===== src/rtl/hazard_unit_if.sv =====
`default_nettype none
// ============================================================================
// Module      : hazard_unit_if
// Description : ID-stage hazard controller bus: operand/hazard inputs in,
//               pipeline stall/flush/freeze controls and stall count out.
// Revision    : 1.0 - initial release
// ============================================================================
interface hazard_unit_if #(
  parameter int CNT_W = 32
);
  logic [4:0]       RS1addr_i;
  logic [4:0]       RS2addr_i;
  logic             ID_EX_MemRead_i;
  logic [4:0]       ID_EX_RDaddr_i;
  logic             Branch_i;
  logic             MemReq_i;
  logic             MemAck_i;
  logic             NoOp_o;
  logic             Stall_o;
  logic             PCWrite_o;
  logic             Flush_o;
  logic             MemStall_o;
  logic [CNT_W-1:0] StallCnt_o;

  // Pipeline side: drives the hazard inputs, consumes the controls.
  modport master (
    output RS1addr_i, RS2addr_i, ID_EX_MemRead_i, ID_EX_RDaddr_i,
           Branch_i, MemReq_i, MemAck_i,
    input  NoOp_o, Stall_o, PCWrite_o, Flush_o, MemStall_o, StallCnt_o
  );

  modport slave (
    input  RS1addr_i, RS2addr_i, ID_EX_MemRead_i, ID_EX_RDaddr_i,
           Branch_i, MemReq_i, MemAck_i,
    output NoOp_o, Stall_o, PCWrite_o, Flush_o, MemStall_o, StallCnt_o
  );
endinterface
`default_nettype wire


===== src/rtl/hazard_unit.sv =====
`default_nettype none
// ============================================================================
// Module      : hazard_unit
// Description : Load-use bubble insertion, branch flush and data-memory freeze
//               for the five-stage core. HAZARD_PERF_EN enables the stall
//               cycle counter on StallCnt_o (tied to 0 otherwise).
// Revision    : 1.0 - initial release
// ============================================================================
module hazard_unit #(
  parameter int LOAD_STALL = 1,
  parameter int CNT_W      = 32
) (
  input  wire logic   clk_i,
  input  wire logic   rst_i,
  hazard_unit_if.slave bus
);

  localparam int c_load_stall = (LOAD_STALL < 1) ? 1 :
                                (LOAD_STALL > 3) ? 3 : LOAD_STALL;
  localparam logic [1:0] c_lu_init = 2'(c_load_stall - 1);

  typedef enum logic [0:0] {
    RUN      = 1'b0,
    LU_STALL = 1'b1
  } state_t;

  state_t     r_state;
  logic [1:0] r_lu_cnt;

  logic w_freeze;
  logic w_lu_hit;
  logic w_noop;
  logic w_stall;
  logic w_pc_write;
  logic w_flush;
  logic w_mem_stall;

  assign w_freeze = bus.MemReq_i & ~bus.MemAck_i;
  assign w_lu_hit = bus.ID_EX_MemRead_i
                  & (bus.ID_EX_RDaddr_i != 5'd0)
                  & ((bus.ID_EX_RDaddr_i == bus.RS1addr_i) |
                     (bus.ID_EX_RDaddr_i == bus.RS2addr_i));

  // Controls are Mealy so the hazard is answered in the cycle it appears;
  // reset gates them so nothing leaks out while rst_i is low.
  always_comb begin
    w_noop      = 1'b0;
    w_stall     = 1'b0;
    w_pc_write  = 1'b0;
    w_flush     = 1'b0;
    w_mem_stall = 1'b0;
    if (rst_i) begin
      if (w_freeze) begin
        w_mem_stall = 1'b1;
        w_stall     = 1'b1;
      end else if (r_state == LU_STALL) begin
        w_noop  = 1'b1;
        w_stall = 1'b1;
      end else if (w_lu_hit) begin
        w_noop  = 1'b1;
        w_stall = 1'b1;
      end else if (bus.Branch_i) begin
        w_flush    = 1'b1;
        w_pc_write = 1'b1;
      end else begin
        w_pc_write = 1'b1;
      end
    end
  end

  // A freeze holds the bubble bookkeeping so owed bubbles resume afterwards.
  always_ff @(posedge clk_i or negedge rst_i) begin
    if (!rst_i) begin
      r_state  <= RUN;
      r_lu_cnt <= 2'd0;
    end else if (!w_freeze) begin
      case (r_state)
        LU_STALL: begin
          r_lu_cnt <= r_lu_cnt - 2'd1;
          if (r_lu_cnt <= 2'd1) begin
            r_state <= RUN;
          end
        end
        default: begin
          if (w_lu_hit && (c_load_stall > 1)) begin
            r_state  <= LU_STALL;
            r_lu_cnt <= c_lu_init;
          end
        end
      endcase
    end
  end

  assign bus.NoOp_o     = w_noop;
  assign bus.Stall_o    = w_stall;
  assign bus.PCWrite_o  = w_pc_write;
  assign bus.Flush_o    = w_flush;
  assign bus.MemStall_o = w_mem_stall;

`ifdef HAZARD_PERF_EN
  logic [CNT_W-1:0] r_stall_cnt;

  always_ff @(posedge clk_i or negedge rst_i) begin
    if (!rst_i) begin
      r_stall_cnt <= '0;
    end else if (w_stall && (r_stall_cnt != {CNT_W{1'b1}})) begin
      r_stall_cnt <= r_stall_cnt + CNT_W'(1);
    end
  end

  assign bus.StallCnt_o = r_stall_cnt;
`else
  assign bus.StallCnt_o = {CNT_W{1'b0}};
`endif

endmodule
`default_nettype wire

===== src/flat_wrapper.sv =====
// flat-port wrapper written by rule: the top's interface ports become plain ports
module hazard_unit_flat 
#(
  parameter int LOAD_STALL = 1,
  parameter int CNT_W      = 32
)
  (clk_i, rst_i, bus_RS1addr_i, bus_RS2addr_i, bus_ID_EX_MemRead_i, bus_ID_EX_RDaddr_i, bus_Branch_i, bus_MemReq_i, bus_MemAck_i, bus_NoOp_o, bus_Stall_o, bus_PCWrite_o, bus_Flush_o, bus_MemStall_o, bus_StallCnt_o);
  hazard_unit_if #(.CNT_W(CNT_W)) bus_i ();
  input  wire logic clk_i;
  input  wire logic rst_i;
  input wire logic [$bits(bus_i.RS1addr_i)-1:0] bus_RS1addr_i;
  input wire logic [$bits(bus_i.RS2addr_i)-1:0] bus_RS2addr_i;
  input wire logic [$bits(bus_i.ID_EX_MemRead_i)-1:0] bus_ID_EX_MemRead_i;
  input wire logic [$bits(bus_i.ID_EX_RDaddr_i)-1:0] bus_ID_EX_RDaddr_i;
  input wire logic [$bits(bus_i.Branch_i)-1:0] bus_Branch_i;
  input wire logic [$bits(bus_i.MemReq_i)-1:0] bus_MemReq_i;
  input wire logic [$bits(bus_i.MemAck_i)-1:0] bus_MemAck_i;
  output wire logic [$bits(bus_i.NoOp_o)-1:0] bus_NoOp_o;
  output wire logic [$bits(bus_i.Stall_o)-1:0] bus_Stall_o;
  output wire logic [$bits(bus_i.PCWrite_o)-1:0] bus_PCWrite_o;
  output wire logic [$bits(bus_i.Flush_o)-1:0] bus_Flush_o;
  output wire logic [$bits(bus_i.MemStall_o)-1:0] bus_MemStall_o;
  output wire logic [$bits(bus_i.StallCnt_o)-1:0] bus_StallCnt_o;
  assign bus_i.RS1addr_i = bus_RS1addr_i;
  assign bus_i.RS2addr_i = bus_RS2addr_i;
  assign bus_i.ID_EX_MemRead_i = bus_ID_EX_MemRead_i;
  assign bus_i.ID_EX_RDaddr_i = bus_ID_EX_RDaddr_i;
  assign bus_i.Branch_i = bus_Branch_i;
  assign bus_i.MemReq_i = bus_MemReq_i;
  assign bus_i.MemAck_i = bus_MemAck_i;
  assign bus_NoOp_o = bus_i.NoOp_o;
  assign bus_Stall_o = bus_i.Stall_o;
  assign bus_PCWrite_o = bus_i.PCWrite_o;
  assign bus_Flush_o = bus_i.Flush_o;
  assign bus_MemStall_o = bus_i.MemStall_o;
  assign bus_StallCnt_o = bus_i.StallCnt_o;
  hazard_unit #(.LOAD_STALL(LOAD_STALL), .CNT_W(CNT_W)) u_core (.clk_i(clk_i), .rst_i(rst_i), .bus(bus_i));
endmodule

===== config.mk =====
export PLATFORM = sky130hd
export DESIGN_NAME = hazard_unit_flat
export DESIGN_NICKNAME = d
export VERILOG_FILES = /design/src/rtl/hazard_unit_if.sv /design/src/rtl/hazard_unit.sv /design/src/flat_wrapper.sv
export SDC_FILE = /design/constraint.sdc
export NUM_CORES = 1
export LEC_CHECK = 0
export CAP_MARGIN = 10
export CORE_MARGIN = 3
export CORE_UTILIZATION = 31
export CTS_CLUSTER_DIAMETER = 80
export CTS_CLUSTER_SIZE = 14
export DETAILED_ROUTE_END_ITERATION = 6
export GPL_ROUTABILITY_DRIVEN = 0
export PLACE_DENSITY = 0.89
export SLEW_MARGIN = 20
export SYNTH_ARGS = -nofsm -noshare
export SYNTH_HDL_FRONTEND = slang
export SYNTH_SLANG_ARGS = --single-unit

===== constraint.sdc =====
create_clock -name clk_i -period 3.37 [get_ports clk_i]
set_input_delay 0.674 -clock clk_i [delete_from_list [all_inputs] [get_ports clk_i]]
set_output_delay 0.674 -clock clk_i [all_outputs]
set_load 0.05 [all_outputs]

Word-level counts from Yosys, hierarchy flattened
Index checks and enable logic that the tools add are counted.
{ "totals": {"out_inout_bits": 37, "in_bits": 21, "elab_cells": 33, "register_bits": 3} }
{ "op_classes": {"magnitude_cmp": 1, "eq_ne": 2, "muxes": 19, "bitwise_logic": 6, "n_reduce_logical": 2, "addsub": 1} }
{ "op_table": {"columns": ["operator", "n"], "rows": [
  ["1-bit two-way mux", 19],
  ["5-bit == test", 2],
  ["5-bit nonzero test", 1],
  ["1-bit AND", 3],
  ["2-bit by 1-bit less-or-equal comparator with 1-bit output, second input constant", 1],
  ["1-bit NOT", 2],
  ["2-bit AND reduction", 1],
  ["2-bit by 1-bit subtractor with 2-bit output, second input constant", 1],
  ["1-bit bitwise OR", 1]
]} }

Logic depth before layout (Yosys ltp)
Gate-level depths: netlist (run 1).
{ "logic_depth": {"ltp_word": 7, "depth_mapped": 4, "ltp_nobuf": 4} }

Least setup slack after synthesis (run 1)
No wires, ideal clock.
{ "synth_timing": {"kind": "input to output", "startpoint": "in bus_ID_EX_RDaddr_i[4]", "endpoint": "out bus_NoOp_o", "slack_ns": 0.468, "arrival_time_ns": 2.228, "path_buffers": 0, "t_required_ns": 2.696, "stages": 4, "path_cell_list": "xnor2_1 -> nand3_1 -> o22a_1 -> o21ai_0"} }
{ "synth_via": {"elab_chain_len": 7, "word_cells_on_any_way": 10, "cone_classes": "eq/ne (2); mux (4); bitwise (3); reduce/logical (1)"} }
{ "synth_lines": {"columns": ["item", "line", "text"], "rows": [
  ["start: declaration", "flat_wrapper.sv:14", "input wire logic [$bits(bus_i.ID_EX_RDaddr_i)-1:0] bus_ID_EX_RDaddr_i;"],
  ["5-bit == test (tied with other cells)", "hazard_unit.sv:41", "& ((bus.ID_EX_RDaddr_i == bus.RS1addr_i) |"],
  ["1-bit bitwise OR or 1-bit AND (tied branches)", "hazard_unit.sv:41, hazard_unit.sv:40", null],
  ["1-bit AND *", "hazard_unit.sv:41", null],
  ["1-bit two-way mux *", "hazard_unit.sv:59", "end else if (w_lu_hit) begin"],
  ["1-bit two-way mux *", "hazard_unit.sv:56", "end else if (r_state == LU_STALL) begin"],
  ["1-bit two-way mux *", "hazard_unit.sv:53", "if (w_freeze) begin"],
  ["1-bit two-way mux *", "hazard_unit.sv:52", "if (rst_i) begin"],
  ["end: declaration", "flat_wrapper.sv:18", "output wire logic [$bits(bus_i.NoOp_o)-1:0] bus_NoOp_o;"]
]} }
Mark *: on every way between the ends. The rest lies on a longest branch, timed or not.

Worst setup path in the final report (run 1)
{ "layout_timing": {"startpoint": "in bus_ID_EX_RDaddr_i[1]", "endpoint": "out bus_Flush_o"} }
{ "layout_via": {"elab_chain_len": 7, "word_cells_on_any_way": 10, "cone_classes": "eq/ne (2); mux (4); bitwise (3); reduce/logical (1)"} }
{ "layout_lines": {"columns": ["item", "line", "text"], "rows": [
  ["5-bit == test (tied with other cells)", "hazard_unit.sv:41", null],
  ["1-bit bitwise OR or 1-bit AND (tied branches)", "hazard_unit.sv:41, hazard_unit.sv:40", null],
  ["1-bit AND *", "hazard_unit.sv:41", null],
  ["1-bit two-way mux *", "hazard_unit.sv:59", null],
  ["1-bit two-way mux *", "hazard_unit.sv:56", null],
  ["1-bit two-way mux *", "hazard_unit.sv:53", null],
  ["1-bit two-way mux *", "hazard_unit.sv:52", null],
  ["end: declaration", "flat_wrapper.sv:21", "output wire logic [$bits(bus_i.Flush_o)-1:0] bus_Flush_o;"]
]} }
Marks and branches as above.

==> results of run 1 <==
state kept, by name, indices dropped and copies added (netlist names):
| signal | flops |
|---|---|
| u_core.r_state | 1 |
| u_core.r_lu_cnt | 2 |
power groups by stage:
| stage | Clock [mW] | Sequential (mW) | Combinational (mW) |
|---|---|---|---|
| 2_1_floorplan | 0 | 0.0367 | 0.138 |
| 3_3_place_gp | 0 | 0.0367 | 0.148 |
| 3_5_place_dp | 0 | 0.0367 | 0.149 |
| 4_1_cts | 0.0701 | 0.0362 | 0.150 |
| 5_1_grt | 0.0711 | 0.0362 | 0.157 |
| 6_report | 0.0670 | 0.0362 | 0.150 |
cells by family after synthesis:
group	after synthesis
DFF	3
muxes	1
buffers and inverters	34
adders and majority gates	1
other	1
xor gates and xnor gates	11
AOI/OAI and AO/OA	9
and+or+nand+nor	15
layout make-up:
| type | count | area, um^2 |
|---|---|---|
| Clock buffer | 4 | 26.28 |
| Fill cell | 164 | 852.1 |
| Inverter | 2 | 7.507 |
| Multi-Input combinational cell | 69 | 372.9 |
| Sequential cell | 3 | 75.07 |
| Tap cell | 24 | 30.03 |
| Timing Repair Buffer | 25 | 265.3 |
layer usage:
metal  global-route usage (%)  wire length, um  up-vias
met4                    8.531               31        0
met3                    4.587              219        4
met5                        0                0        -
met2                    18.75              616       41
met1                    9.725              365      204
li1                         -                -      234
cells in the final DEF, fill, tap and decap left out, types with 2 or more instances in the layout:
| cell | count |
|---|---|
| xnor2_1 | 11 |
| inv_1 | 2 |
| buf_12 | 2 |
| nand2_1 | 7 |
| o21ai_0 | 3 |
| buf_4 | 2 |
| a21oi_1 | 2 |
| clkdlybuf4s50_1 | 21 |
| clkbuf_4 | 3 |
| and2_1 | 2 |
| nand3_1 | 2 |
| conb_1 | 32 |
| dfrtp_1 | 3 |
| nand2b_1 | 2 |
worst min path at each step:
stage / to / slack (ns) / cells past startpoint / start
3_5_place_dp: u_core.r_lu_cnt[0]$_DFFE_PN0P_ / 0.49 / 1 / u_core.r_lu_cnt[0]$_DFFE_PN0P_
4_1_cts: u_core.r_lu_cnt[0]$_DFFE_PN0P_ / 0.50 / 1 / u_core.r_lu_cnt[0]$_DFFE_PN0P_
5_1_grt: u_core.r_lu_cnt[0]$_DFFE_PN0P_ / 0.52 / 1 / u_core.r_lu_cnt[0]$_DFFE_PN0P_
6_report: u_core.r_lu_cnt[0]$_DFFE_PN0P_ / 0.49 / 1 / u_core.r_lu_cnt[0]$_DFFE_PN0P_
3_3_place_gp: u_core.r_lu_cnt[0]$_DFFE_PN0P_ / 0.47 / 1 / u_core.r_lu_cnt[0]$_DFFE_PN0P_
2_1_floorplan: u_core.r_lu_cnt[0]$_DFFE_PN0P_ / 0.38 / 0 / rst_i
worst max-delay path: stages:
cell	delay [ns]
clkdlybuf4s50_1	0.47
or4_1	0.55
o21a_1	0.23
a211oi_2	0.31
buf_12	0.18
through the flow:
step | utilization [%] | std cells
floorplan | - | 106
global placement | 46.08 | 123
detailed placement | 46.08 | 123
CTS | 47.70 | 127
global route | 47.70 | 127
finish | 47.70 | 127
==> key figures, run 1 <==
Die
  – DIE AREA: 2424 um^2
  – # IOs: 58
  – # rows: 14
  – Core region area: 1629 um^2
  – Initial core utilization: 35.56%
  – Die height: 49.23 um
  – Die X: 49.23 um

Hold path
  – Worst Hold Class: flop to flop

Power
  – Sw Share: 51.93%
  – Maximum vdd drop: 209.9 uV
  – Leakage power total: 0.3523 nW
  – Pwr dens: 325.5 nW/um^2
  – Sw Pwr: 0.1313 mW
  – Clock power frac: 26.5%
  – Total power: 0.2529 mW
  – Logic gate share of total power: 59.2%
  – Sequential share of power: 14.3%
  – Int Pwr: 0.1216 mW

Timing
  – Slew Limit Fails: 0
  – Final TNS setup: 0 ns
  – Final worst slack: 0.2815 ns
  – F_max: 323.8 MHz
  – Fin crit period: 3.088 ns
  – Worst Hold Slack: 0.4921 ns
  – Final setup fails: 0
  – Worst Skew: 0.003743 ns
  – Final hold viol count: 0
  – Slew at the pin closest to its max-slew limit: 0.4965 ns
  – Final Cycle Share: 91.65%
  – RSZ-0062 raised after global routing: false
  – Headroom to the max-slew limit: 66.79%

Cells and area
  – Layout Nets: 126
  – Diode count: 0
  – Share of cells above drive strength 1: 8.738%
  – Area grow syn2layout: 34.13%
  – Design area: 777.0 um^2

Worst setup path
  – Crit path from: bus_ID_EX_RDaddr_i[1]
  – Required @ worst endpoint: 2.70 ns
  – CP endpoint: bus_Flush_o
  – Critical Path AT: 2.41 ns
  – Worst-case reg-to-reg path depth: 2
  – CP endpoint kind: primary output
  – RR Endpoint: u_core.r_lu_cnt[1]$_DFFE_PN0P_
  – Critical Path Fanout Max: 4
  – Worst Setup Start Kind: primary input
  – Critical R2R Launch: u_core.r_lu_cnt[0]$_DFFE_PN0P_
  – R2r setup slk: 2.32 ns
  – CP Class: primary input to primary output

Synthesis
  – Synth Area in Adders: 2.160%
  – Area share of and/or/nand/nor cells after synthesis: 12.53%
  – Most frequent cell after synthesis: buf_4
  – Post-synthesis mux area share: 1.944%
  – Yosys warns: 0
  – Seq/Total Area, Yosys: 12.96%
  – Post-synthesis cell area: 579.3 um^2
  – Main combinational cell family by area after synthesis: buffers and inverters
  – Leading area contributor after synthesis: buf_4
  – Number of synthesized flops with an enable pin: 0
  – Distinct cells, synth: 19
  – Commonest cells post-synth: 32 x buf_4, 11 x xnor2_1, 7 x nand2_1, 3 x dfrtp_1, 3 x o21ai_0
  – Async set or reset register ratio after synthesis: 100.0%
  – Post-synthesis xor/xnor area fraction: 16.63%
  – Largest cells by area after synthesis: buf_4 41%, xnor2_1 17%, dfrtp_1 13%
  – Compound-Gate Fraction of Synth Area: 10.37%
  – Mean post-synth cell area: 7.724 um^2
  – Seq cells post-synth: 3
  – Post-synth top flop: dfrtp_1
  – Post-synthesis cell count: 75
  – Synth top area share: 41.47%

GRT
  – Total GRT Usage: 10.81%
  – First-pass GRT wire length: 1959 um
  – Initial antenna violation count: 0
  – Vias in the first global route: 433
  – Largest net degree at the start of global routing: 8
  – GRT overflow: 0

Detailed routing
  – DR WL/cell: 9.701 um
  – WL final: 1232 um
  – Post-route ant nets: 0
  – DR DRC count: 0
  – DRC marker count from the first detailed-route iteration: 2
  – DR pass1 iterations: 3
  – Routed vias/inst: 3.803
  – DR vias: 483

Clock tree
  – Post-CTS Setup Bufs: 0
  – Cts bufs inserted: 3
  – TritonCTS Sinks: 3
  – CTS H-tree depth: 1
  – Cts hold-fix bufs: 0
  – CTS resizes: 0
  – CTS tree: yes
  – Max Buffers Root-to-Sink: 2
  – Root Driver: clkbuf_4
  – Clk_lat worst skew: 0.24 ns
  – Reg clk slew, reported paths: 0.04 ns

Placement
  – Estimated wirelength of the detail-placed design: 1080 um
  – Post-DP Area: 750.7 um^2
  – Worst slack at placement: 0.2743 ns
  – # port buffers: 25

Job
  – Maximum capacitance violations: 0

Status
  – Status: finished, final reports clean
Power figures use the tool's default switching activity.
==> inputs of run 2 (changes only) <==
Settings changed: PLACE_DENSITY 0.89 to 0.85.
==> key figures, run 2 (synthesis gave the netlist of run 1 again) <==
Status
  – Status: finished, final reports clean

Detailed routing
  – Routed vias/inst: 3.921 (+3.1%)
  – DR DRC count: 0 (unchanged)
  – DR pass1 iterations: 4 (+1)
  – DR WL/cell: 9.843 um (+1.5%)
  – Post-route ant nets: 0 (unchanged)
  – DRC marker count from the first detailed-route iteration: 10 (+8)
  – DR vias: 498 (+3.1%)
  – WL final: 1250 um (+1.5%)

Timing
  – Slew Limit Fails: 0 (unchanged)
  – Final Cycle Share: 90.95% (-0.69 points)
  – Headroom to the max-slew limit: 66.58% (-0.21 points)
  – Final TNS setup: 0 ns (unchanged)
  – Slew at the pin closest to its max-slew limit: 0.4997 ns (+0.003207 ns)
  – Worst Hold Slack: 0.4854 ns (-0.006657 ns)
  – F_max: 326.3 MHz (+0.76%)
  – RSZ-0062 raised after global routing: false
  – Fin crit period: 3.065 ns (-0.02340 ns)
  – Final setup fails: 0 (unchanged)
  – Final hold viol count: 0 (unchanged)
  – Final worst slack: 0.3049 ns (+0.02340 ns)
  – Worst Skew: 0.003954 ns (+0.0002111 ns)

Clock tree
  – Reg clk slew, reported paths: 0.04 ns (about the same)
  – Cts bufs inserted: 3 (unchanged)
  – Cts hold-fix bufs: 0 (unchanged)
  – CTS H-tree depth: 1 (unchanged)
  – CTS resizes: 0 (unchanged)
  – TritonCTS Sinks: 3 (unchanged)
  – Max Buffers Root-to-Sink: 2 (unchanged)
  – Clk_lat worst skew: 0.23 ns (about the same)
  – CTS tree: yes
  – Post-CTS Setup Bufs: 0 (unchanged)
  – Root Driver: clkbuf_4

GRT
  – Met1 usage: 9.141% (-0.58 points)
  – GRT overflow: 0 (unchanged)
  – Routing usage on met2: 18.75% (unchanged)
  – Largest net degree at the start of global routing: 8 (unchanged)
  – GR Util met3: 5.810% (+1.2 points)
  – Initial antenna violation count: 0 (unchanged)
  – Total GRT Usage: 10.41% (-0.39 points)
  – Busiest grt layer: met2
  – First-pass GRT wire length: 2028 um (+3.5%)
  – Vias in the first global route: 464 (+7.2%)

Worst setup path
  – Required @ worst endpoint: 2.70 ns (about the same)
  – RR Endpoint: u_core.r_lu_cnt[1]$_DFFE_PN0P_
  – Worst-case reg-to-reg path depth: 2 (unchanged)
  – CP endpoint kind: primary output
  – Critical Path Fanout Max: 4 (unchanged)
  – Critical Path AT: 2.39 ns (-0.02 ns)
  – R2r setup slk: 2.32 ns (about the same)
  – CP Class: primary input to primary output
  – Critical R2R Launch: u_core.r_lu_cnt[0]$_DFFE_PN0P_
  – Worst Setup Start Kind: primary input

Die
  – Die height: 49.23 um (unchanged)
  – Core region area: 1629 um^2 (unchanged)
  – DIE AREA: 2424 um^2 (unchanged)
  – Initial core utilization: 35.56% (unchanged)
  – # rows: 14 (unchanged)
  – # IOs: 58 (unchanged)
  – Die X: 49.23 um (unchanged)

Cells and area
  – Commonest non-fill, non-tap cell in the layout: conb_1
  – Layout filler cell count: 160 (-2.4%)
  – Most frequent cells in the layout: 32 x conb_1, 21 x clkdlybuf4s50_1, 11 x xnor2_1, 7 x nand2_1
  – Share of cells above drive strength 1: 8.738% (unchanged)
  – Max reg flops: 2 (unchanged)
  – Register Area: 75.07 um^2 (unchanged)
  – Layout Nets: 126 (unchanged)
  – Non-filler cells, final: 127 (unchanged)
  – Area grow syn2layout: 34.13% (unchanged)
  – Multi-input gate area: 372.9 um^2 (unchanged)
  – Regs by FF count: u_core.r_lu_cnt: 2 flops, u_core.r_state: 1 flops
  – Most flops, register: u_core.r_lu_cnt
  – Diode count: 0 (unchanged)

Power
  – Leakage power total: 0.3523 nW (unchanged)
  – Maximum vdd drop: 277.3 uV (+32%)
  – Pwr dens: 321.4 nW/um^2 (-1.3%)

Job
  – Maximum capacitance violations: 0 (unchanged)

Hold path
  – Worst hold stages: 1 (unchanged)
  – Worst hold endpoint: u_core.r_lu_cnt[0]$_DFFE_PN0P_
  – Hold Path Origin: u_core.r_lu_cnt[0]$_DFFE_PN0P_
  – Worst Hold Class: flop to flop

Placement
  – Worst slack at placement: 0.2991 ns (+0.02482 ns)
  – Estimated wirelength of the detail-placed design: 1137 um (+5.3%)
  – # port buffers: 25 (unchanged)
  – Placed cells: 123 (unchanged)
[run 2: worst max path at each step]
stage                          start  cells after the start  slack (ns)           to
2_1_floorplan  bus_ID_EX_RDaddr_i[4]                      4        0.47   bus_NoOp_o
3_3_place_gp   bus_ID_EX_RDaddr_i[1]                      5        0.31  bus_Flush_o
3_5_place_dp   bus_ID_EX_RDaddr_i[1]                      5        0.30  bus_Flush_o
4_1_cts        bus_ID_EX_RDaddr_i[1]                      5        0.29  bus_Flush_o
5_1_grt        bus_ID_EX_RDaddr_i[1]                      5        0.24  bus_Flush_o
6_report       bus_ID_EX_RDaddr_i[1]                      5        0.30  bus_Flush_o
[run 2: layout make-up]
cell class                      instances  area share [%]
Multi-Input combinational cell         69           47.99
Clock buffer                            4           3.382
Tap cell                               24           3.865
Sequential cell                         3           9.662
Timing Repair Buffer                   25           34.14
Inverter                                2          0.9662
[run 2: report_power, final]
part	total [mW]	switching, mW	internal (mW)
Combinational	0.151	0.110	0.0408
Sequential	0.0362	0	0.0362
Clock	0.0629	0.0185	0.0444
[run 2: through the flow]
step                util (%)  total power, mW  instance area, um^2
detailed placement     46.08           0.1865                750.7
CTS                    47.70           0.2513                777.0
floorplan                  -           0.1748                695.7
global placement       46.08           0.1843                750.7
global route           47.70           0.2633                777.0
finish                 47.70           0.2497                777.0
[run 2: routing by layer]
layer	part of all wire (%)	vias to the layer above	wire [um]
met2	51	44	636
met3	18	4	231
met4	1.9	0	24
li1	-	234	-
met1	29	216	358
met5	0	-	0
[run 2: worst max-delay path, cell delays in order]
cell and delay, ns:
clkdlybuf4s50_1 0.47, or4_1 0.54, o21a_1 0.23, a211oi_2 0.30, buf_12 0.18
